`config.mk`:
```
export PLATFORM = sky130hd
export DESIGN_NAME = ibex_regfile_scrub
export DESIGN_NICKNAME = d
export VERILOG_FILES = /design/src/rtl/ibex_regfile_scrub.sv
export SDC_FILE = /design/constraint.sdc
export NUM_CORES = 1
export LEC_CHECK = 0
export ABC_AREA = 0
export CAP_MARGIN = 20
export CORE_ASPECT_RATIO = 0.75
export CORE_UTILIZATION = 24
export CTS_BUF_LIST = sky130_fd_sc_hd__clkbuf_16
export CTS_CLUSTER_DIAMETER = 120
export DETAILED_ROUTE_END_ITERATION = 8
export PLACE_DENSITY = 0.75
export SKIP_LAST_GASP = 1
export SYNTH_ARGS = -nofsm -noshare
export SYNTH_HDL_FRONTEND = slang
export SYNTH_SLANG_ARGS = --single-unit
```
`constraint.sdc`:
```
create_clock -name clk_i -period 1.6 [get_ports clk_i]
set_input_delay 0.16 -clock clk_i [delete_from_list [all_inputs] [get_ports clk_i]]
set_output_delay 0.16 -clock clk_i [all_outputs]
set_load 0.02 [all_outputs]
```
`src/rtl/ibex_regfile_scrub.sv`:
```
// Register-file scrubber: sits ahead of the RF write port and sweeps x1..xLAST to WordZeroVal on request.
// Optional macro IBEX_SCRUB_TWO_PASS_EN adds a preceding ~WordZeroVal pass (SWEEP then SWEEP2).
module ibex_regfile_scrub #(
  parameter bit                   RV32E       = 1'b0,
  parameter int unsigned          DataWidth   = 32,
  parameter logic [DataWidth-1:0] WordZeroVal = '0
) (
  input  logic                 clk_i,
  input  logic                 rst_i,
  input  logic                 scrub_req_i,
  input  logic [4:0]           waddr_i,
  input  logic [DataWidth-1:0] wdata_i,
  input  logic                 we_i,
  output logic [4:0]           rf_waddr_o,
  output logic [DataWidth-1:0] rf_wdata_o,
  output logic                 rf_we_o,
  output logic                 busy_o,
  output logic                 done_o,
  output logic                 err_o
);

  localparam logic [4:0] Last = RV32E ? 5'd15 : 5'd31;

`ifdef IBEX_SCRUB_TWO_PASS_EN
  localparam logic [DataWidth-1:0] FirstPassVal = ~WordZeroVal;
`else
  localparam logic [DataWidth-1:0] FirstPassVal = WordZeroVal;
`endif

  typedef enum logic [1:0] {
    IDLE,
    SWEEP,
`ifdef IBEX_SCRUB_TWO_PASS_EN
    SWEEP2,
`endif
    DONE
  } state_e;

  state_e               r_state;
  state_e               w_state_nxt;
  logic [4:0]           r_cnt;
  logic [4:0]           w_cnt_nxt;
  logic                 r_pending;
  logic                 w_pending_nxt;
  logic                 w_busy;
  logic [4:0]           w_rf_waddr;
  logic [DataWidth-1:0] w_rf_wdata;
  logic                 w_rf_we;

  always_ff @(posedge clk_i) begin
    if (rst_i) begin
      r_state   <= IDLE;
      r_cnt     <= '0;
      r_pending <= 1'b0;
    end else begin
      r_state   <= w_state_nxt;
      r_cnt     <= w_cnt_nxt;
      r_pending <= w_pending_nxt;
    end
  end

  always_comb begin
    w_state_nxt   = r_state;
    w_cnt_nxt     = r_cnt;
    w_pending_nxt = r_pending;
    w_rf_waddr    = waddr_i;
    w_rf_wdata    = wdata_i;
    w_rf_we       = we_i;
    unique case (r_state)
      IDLE: begin
        if (scrub_req_i) begin
          w_state_nxt = SWEEP;
          w_cnt_nxt   = 5'd1;
        end
      end
      SWEEP: begin
        w_rf_we    = 1'b1;
        w_rf_waddr = r_cnt;
        w_rf_wdata = FirstPassVal;
        if (scrub_req_i) w_pending_nxt = 1'b1;
        if (r_cnt == Last) begin
`ifdef IBEX_SCRUB_TWO_PASS_EN
          w_state_nxt = SWEEP2;
          w_cnt_nxt   = 5'd1;
`else
          w_state_nxt = DONE;
          w_cnt_nxt   = '0;
`endif
        end else begin
          w_cnt_nxt = r_cnt + 5'd1;
        end
      end
`ifdef IBEX_SCRUB_TWO_PASS_EN
      SWEEP2: begin
        w_rf_we    = 1'b1;
        w_rf_waddr = r_cnt;
        w_rf_wdata = WordZeroVal;
        if (scrub_req_i) w_pending_nxt = 1'b1;
        if (r_cnt == Last) begin
          w_state_nxt = DONE;
          w_cnt_nxt   = '0;
        end else begin
          w_cnt_nxt = r_cnt + 5'd1;
        end
      end
`endif
      DONE: begin
        // A request queued during the sweep, or arriving now, restarts without passing through IDLE.
        w_pending_nxt = 1'b0;
        if (r_pending || scrub_req_i) begin
          w_state_nxt = SWEEP;
          w_cnt_nxt   = 5'd1;
        end else begin
          w_state_nxt = IDLE;
        end
      end
      default: begin
        w_state_nxt = IDLE;
        w_cnt_nxt   = '0;
      end
    endcase
  end

`ifdef IBEX_SCRUB_TWO_PASS_EN
  assign w_busy = (r_state == SWEEP) || (r_state == SWEEP2);
`else
  assign w_busy = (r_state == SWEEP);
`endif

  assign busy_o     = w_busy;
  assign done_o     = (r_state == DONE);
  assign err_o      = we_i & w_busy;
  assign rf_waddr_o = w_rf_waddr;
  assign rf_wdata_o = w_rf_wdata;
  assign rf_we_o    = w_rf_we;

endmodule

```
# Yosys cells after proc, flatten, opt, wreduce, memory -nomap -nowiden
# Cells that the tools add are included.
# totals
wordCells,31
in_bits,41
out_inout_bits,41
register_bits,8
# op_classes
n_bitwise,1
mux,13
n_addsub,1
reduce_logical,6
n_eq_ne,7
# ops
op,n
$mux 32,1
$mux 5,4
$pmux 5 s3,1
$pmux 2 s3,1
$reduce_and 2->1,3
$add 5x1->5 const B,1
$eq 5x5->1 const B,1
$mux 2,2
$ne 2x1->1 const B,2
$ne 2x2->1 const B,2
$mux 1,3
$eq 2x1->1 const B,1
$eq 2x2->1 const B,1
$logic_not 2->1,1
$pmux 1 s2,1
$reduce_bool 2->1,1
$and 1x1->1,1
$logic_or 1x1->1,1

# Longest topological paths before layout
# logic_depth
word_depth,3
ltp_mapped,6
mapped_depth_nobuf,6

# Least setup slack after synthesis
# OpenSTA, ideal clock, no wires.
# synth_timing
path_kind,register to register
from,register r_cnt[0]
to,register r_cnt[3]
t_arrival_ns,1.523
synth_period_minus_slack_ns,1.611
slack_ns,-0.011
setup_time_ns,0.088
path_stages_with_launch,7
path_buffers,0
path_cell_list,dfxtp_1 -> ha_1 -> and3_1 -> ha_1 -> nor3b_4 -> a41oi_1 -> a311oi_2
# synth_between
elab_chain_cells,3
# synth_lines
element,line,text
"start, declared",41,logic [4:0] r_cnt;
"start signal, assigned",57,r_cnt <= w_cnt_nxt;
$add 5x1->5 / $eq 5x5->1 (equally long branches),"90, 81",
$mux 5 (*),81,if (r_cnt == Last) begin
$pmux 5 s3 (*),69,unique case (r_state)
# Mark *: on every way between the ends. The rest lies on a longest branch, timed or not.
# A chain may end at the register's enable or synchronous reset.

# Worst setup path after layout
# Same ends and word-level chain as after synthesis.

==> results.sh <==
export IMPL_initial_core_util_pct=25.9
export IMPL_dr_pass1_iters=4
export IMPL_routed_wl_um=2700
export IMPL_rows=16
export IMPL_worstPathRequired_ns=1.75
export IMPL_cts_hold_buf=0
export IMPL_finalCriticalPeriod_ns=1.50
export IMPL_cts_num_sinks=8
export IMPL_outcome="complete, no violations"
export IMPL_place_ws_ns=0.0184
export IMPL_ys_seq_area_share_pct=23.2
export IMPL_finalWorstSetupSlack_ns=0.103
export IMPL_setup_viol=0
export IMPL_drt_iter0_drc=6
export IMPL_cp_max_fo=5
export IMPL_synth_seq_cells=8
export IMPL_grt_ovfl_total=0
export IMPL_cap_violations=0
export IMPL_ant_nets=0
export IMPL_dp_hpwl_um=2320
export IMPL_area_growth_syn_to_layout_pct=140
export IMPL_startpoint_type="flop"
export IMPL_grt_pass1_wl_um=4300
export IMPL_grtUsageMet3_pct=3.77
export IMPL_max_slew_margin_rel_pct=76.8
export IMPL_synth_nets=137
export IMPL_ys_warn_count=0
export IMPL_fmax_ghz=0.668
export IMPL_die_w_um=63.9
export IMPL_drive_gt1_share_pct=11.6
export IMPL_cp_cell_sequence="ha_2 -> and3_4 -> ha_4 -> nor3b_4 -> nand2_1 -> a311oi_2"
export IMPL_die_h_um=48.4
export IMPL_leakagePower_nw=0.789
export IMPL_rsz0062_at_grt="false"
export IMPL_use_met1_pct=19.8
export IMPL_wire_per_inst_um=12.4
export IMPL_rr_startpoint="r_cnt[0]$_SDFFE_PP0P_"
export IMPL_worstRegToRegCells=6
export IMPL_place_gp_congestion=0.902
export IMPL_routed_via_count=945
export IMPL_finalMaxSlewViolations=0
export IMPL_grt_pass1_vias=902
export IMPL_cts_tree="yes"
export IMPL_grt_busiest_layer="met2"
export IMPL_setup_tns_ns=0
export IMPL_syn_cell_area_um2=689
export IMPL_n_fill_cell=253
export IMPL_n_antenna_cell=0
export IMPL_multi_input_comb_area_um2=512
export IMPL_utilization_pct=62.0
export IMPL_power_per_cell_area_mw_per_mm2=631
export IMPL_cp_slowest_stage_delay_ns=0.30
export IMPL_path_class="reg2reg"
export IMPL_reg2reg_setup_slack_ns=0.10
export IMPL_cts_clk_slew_worst_paths_ns=0.04
export IMPL_skew_ns=0.00231
export IMPL_irDropWorstVdd_v=0.000649
export IMPL_seqCellArea_um2=160
export IMPL_numCtsBuffers=3
export IMPL_h_tree_depth=1
export IMPL_slowest_stage="dfxtp_1"
export IMPL_avgViaCountPerCell=4.35
export IMPL_clockRootBuffer="clkbuf_16"
export IMPL_cts_setup_buffers=0
export IMPL_whs_endpoint="r_pending$_SDFFE_PP0P_"
export IMPL_met2_usage_pct=34.0
export IMPL_final_cells=217
export IMPL_tightestPinTransition_ns=0.347
export IMPL_clk_latency_ns=0.23
export IMPL_netlist_instances=94
export IMPL_port_buffers=81
export IMPL_worst_hold_path_type="reg2reg"
export IMPL_track_usage_pct=18.7
export IMPL_antenna_found_initial=0
export IMPL_hold_depth=2
export IMPL_die_area_mm2=0.00309
export IMPL_syn_avg_cell_area_um2=7.33
export IMPL_worstPathArrival_ns=1.65
export IMPL_synthDistinctLibCells=28
export IMPL_clockBufferDepth=2
export IMPL_hp_start="r_pending$_SDFFE_PP0P_"
export IMPL_fin_nets=226
export IMPL_grt_start_max_net_pins=22
export IMPL_core_area_mm2=0.00266
export IMPL_final_period_utilization_pct=93.6
export IMPL_cp_end_kind="flop"
export IMPL_hold_viol_final=0
export IMPL_dp_cells=214
export IMPL_ios=82
export IMPL_r2r_end="r_cnt[3]$_SDFFE_PP0P_"
export IMPL_drc=0
==> through the flow <==
step / cell area [µm²] / hold slack [ns] / power (W)
5_1_grt: 1650 / 0.601 / 0.00109
3_5_place_dp: 1600 / 0.535 / 0.000685
4_1_cts: 1630 / 0.540 / 0.00105
2_1_floorplan: 692 / 0.422 / 0.000416
6_report: 1650 / 0.550 / 0.00104
3_3_place_gp: 1600 / 0.523 / 0.000678
==> worst max path at each step <==
| stage | end | from | slack [ns] |
|---|---|---|---|
| final | r_cnt[3]$_SDFFE_PP0P_ | r_cnt[0]$_SDFFE_PP0P_ | 0.10 |
| after detailed placement | r_cnt[3]$_SDFFE_PP0P_ | r_cnt[0]$_SDFFE_PP0P_ | 0.02 |
| after floorplan | r_cnt[3]$_SDFFE_PP0P_ | r_cnt[0]$_SDFFE_PP0P_ | 0.03 |
| after global routing | r_cnt[3]$_SDFFE_PP0P_ | r_cnt[0]$_SDFFE_PP0P_ | 0.002 |
| after CTS | r_cnt[3]$_SDFFE_PP0P_ | r_cnt[0]$_SDFFE_PP0P_ | 0.01 |
| after global placement | r_cnt[3]$_SDFFE_PP0P_ | r_cnt[0]$_SDFFE_PP0P_ | 0.07 |
==> synthesized netlist by cell type, drive strengths merged <==
| library cell | instances | area (µm²) |
|---|---|---|
| and2 | 32 | 200 |
| a311oi | 1 | 15.0 |
| o31ai | 1 | 7.51 |
| o311a | 1 | 10.0 |
| clkbuf | 3 | 15.0 |
| ha | 2 | 25.0 |
| a2bb2oi | 1 | 8.76 |
| nor3 | 1 | 10.0 |
| nand2b | 1 | 13.8 |
| a22oi | 2 | 15.0 |
| nor2b | 1 | 6.26 |
| a211o | 1 | 8.76 |
| inv | 2 | 7.50 |
| nor2 | 6 | 22.5 |
| a211oi | 1 | 7.51 |
| dfxtp | 8 | 160 |
| nand3 | 1 | 5.00 |
| nand2 | 18 | 67.6 |
| nor3b | 2 | 26.3 |
| a41oi | 1 | 8.76 |
| buf | 3 | 22.5 |
| o21ai | 2 | 10.0 |
| and3 | 1 | 6.26 |
| a21oi | 2 | 10.0 |
==> final cells by class <==
class	instances	share of cell area, %
timing repair buffer	90	51.6
multi-input combinational	78	31.0
sequential	8	9.70
clock buffer	3	4.55
tap	36	2.73
inverter	2	0.455
==> power by group <==
part | total (W) | internal, W | leakage, nW | switching [W]
clock network | 0.000415 | 0.000322 | 0.0370 | 0.0000934
logic | 0.000411 | 0.000220 | 0.686 | 0.000192
registers | 0.000215 | 0.000209 | 0.0654 | 0.00000633
==> repair_timing <==
item,4_1_cts,5_1_grt
pin swaps,0,4
setup endpoints to repair,41,1
resized for setup,41,4
==> layer usage <==
metal	up-vias	wire (µm)
li1	483	-
met1	408	1030
met2	48	1380
met3	6	225
met4	0	65
met5	-	0
==> sequential cells by signal (all words and copies together) (netlist names) <==
name,count
r_pending,1
r_cnt,5
r_state,2
==> placed cells by master (no fill, tap or decap), types with 2 or more instances in the layout <==
cell | netlist | final
dlygate4sd2_1 | 0 | 41
clkdlybuf4s50_1 | 0 | 40
and2_1 | 32 | 32
nand2_1 | 18 | 18
dfxtp_1 | 8 | 8
buf_4 | 1 | 7
nor2_1 | 6 | 6
clkbuf_16 | 0 | 3
a22oi_1 | 2 | 2
a21oi_1 | 2 | 2
o21ai_0 | 2 | 2
buf_12 | 0 | 2
==> worst max-delay path, delay by kind of cell (launching register included) <==
kind                     cells  cell delay [ns]
adder cells (fa/ha/maj)      2             0.35
flip-flops                   1             0.30
AO/OA/AOI/OAI                1             0.25
AND/OR/NAND/NOR              3             0.51
==> cell families (layout without fill, tap and decap cells) <==
kind of cell	Yosys count	after routing	share of synthesized area, %
AOI/OAI and AO/OA	13	13	14.7
adders and majority gates	2	2	3.63
buffers and inverters	8	95	6.53
DFF	8	8	23.2
and+or+nand+nor	63	63	51.9
No activity file was read; power rests on OpenSTA's default activity.
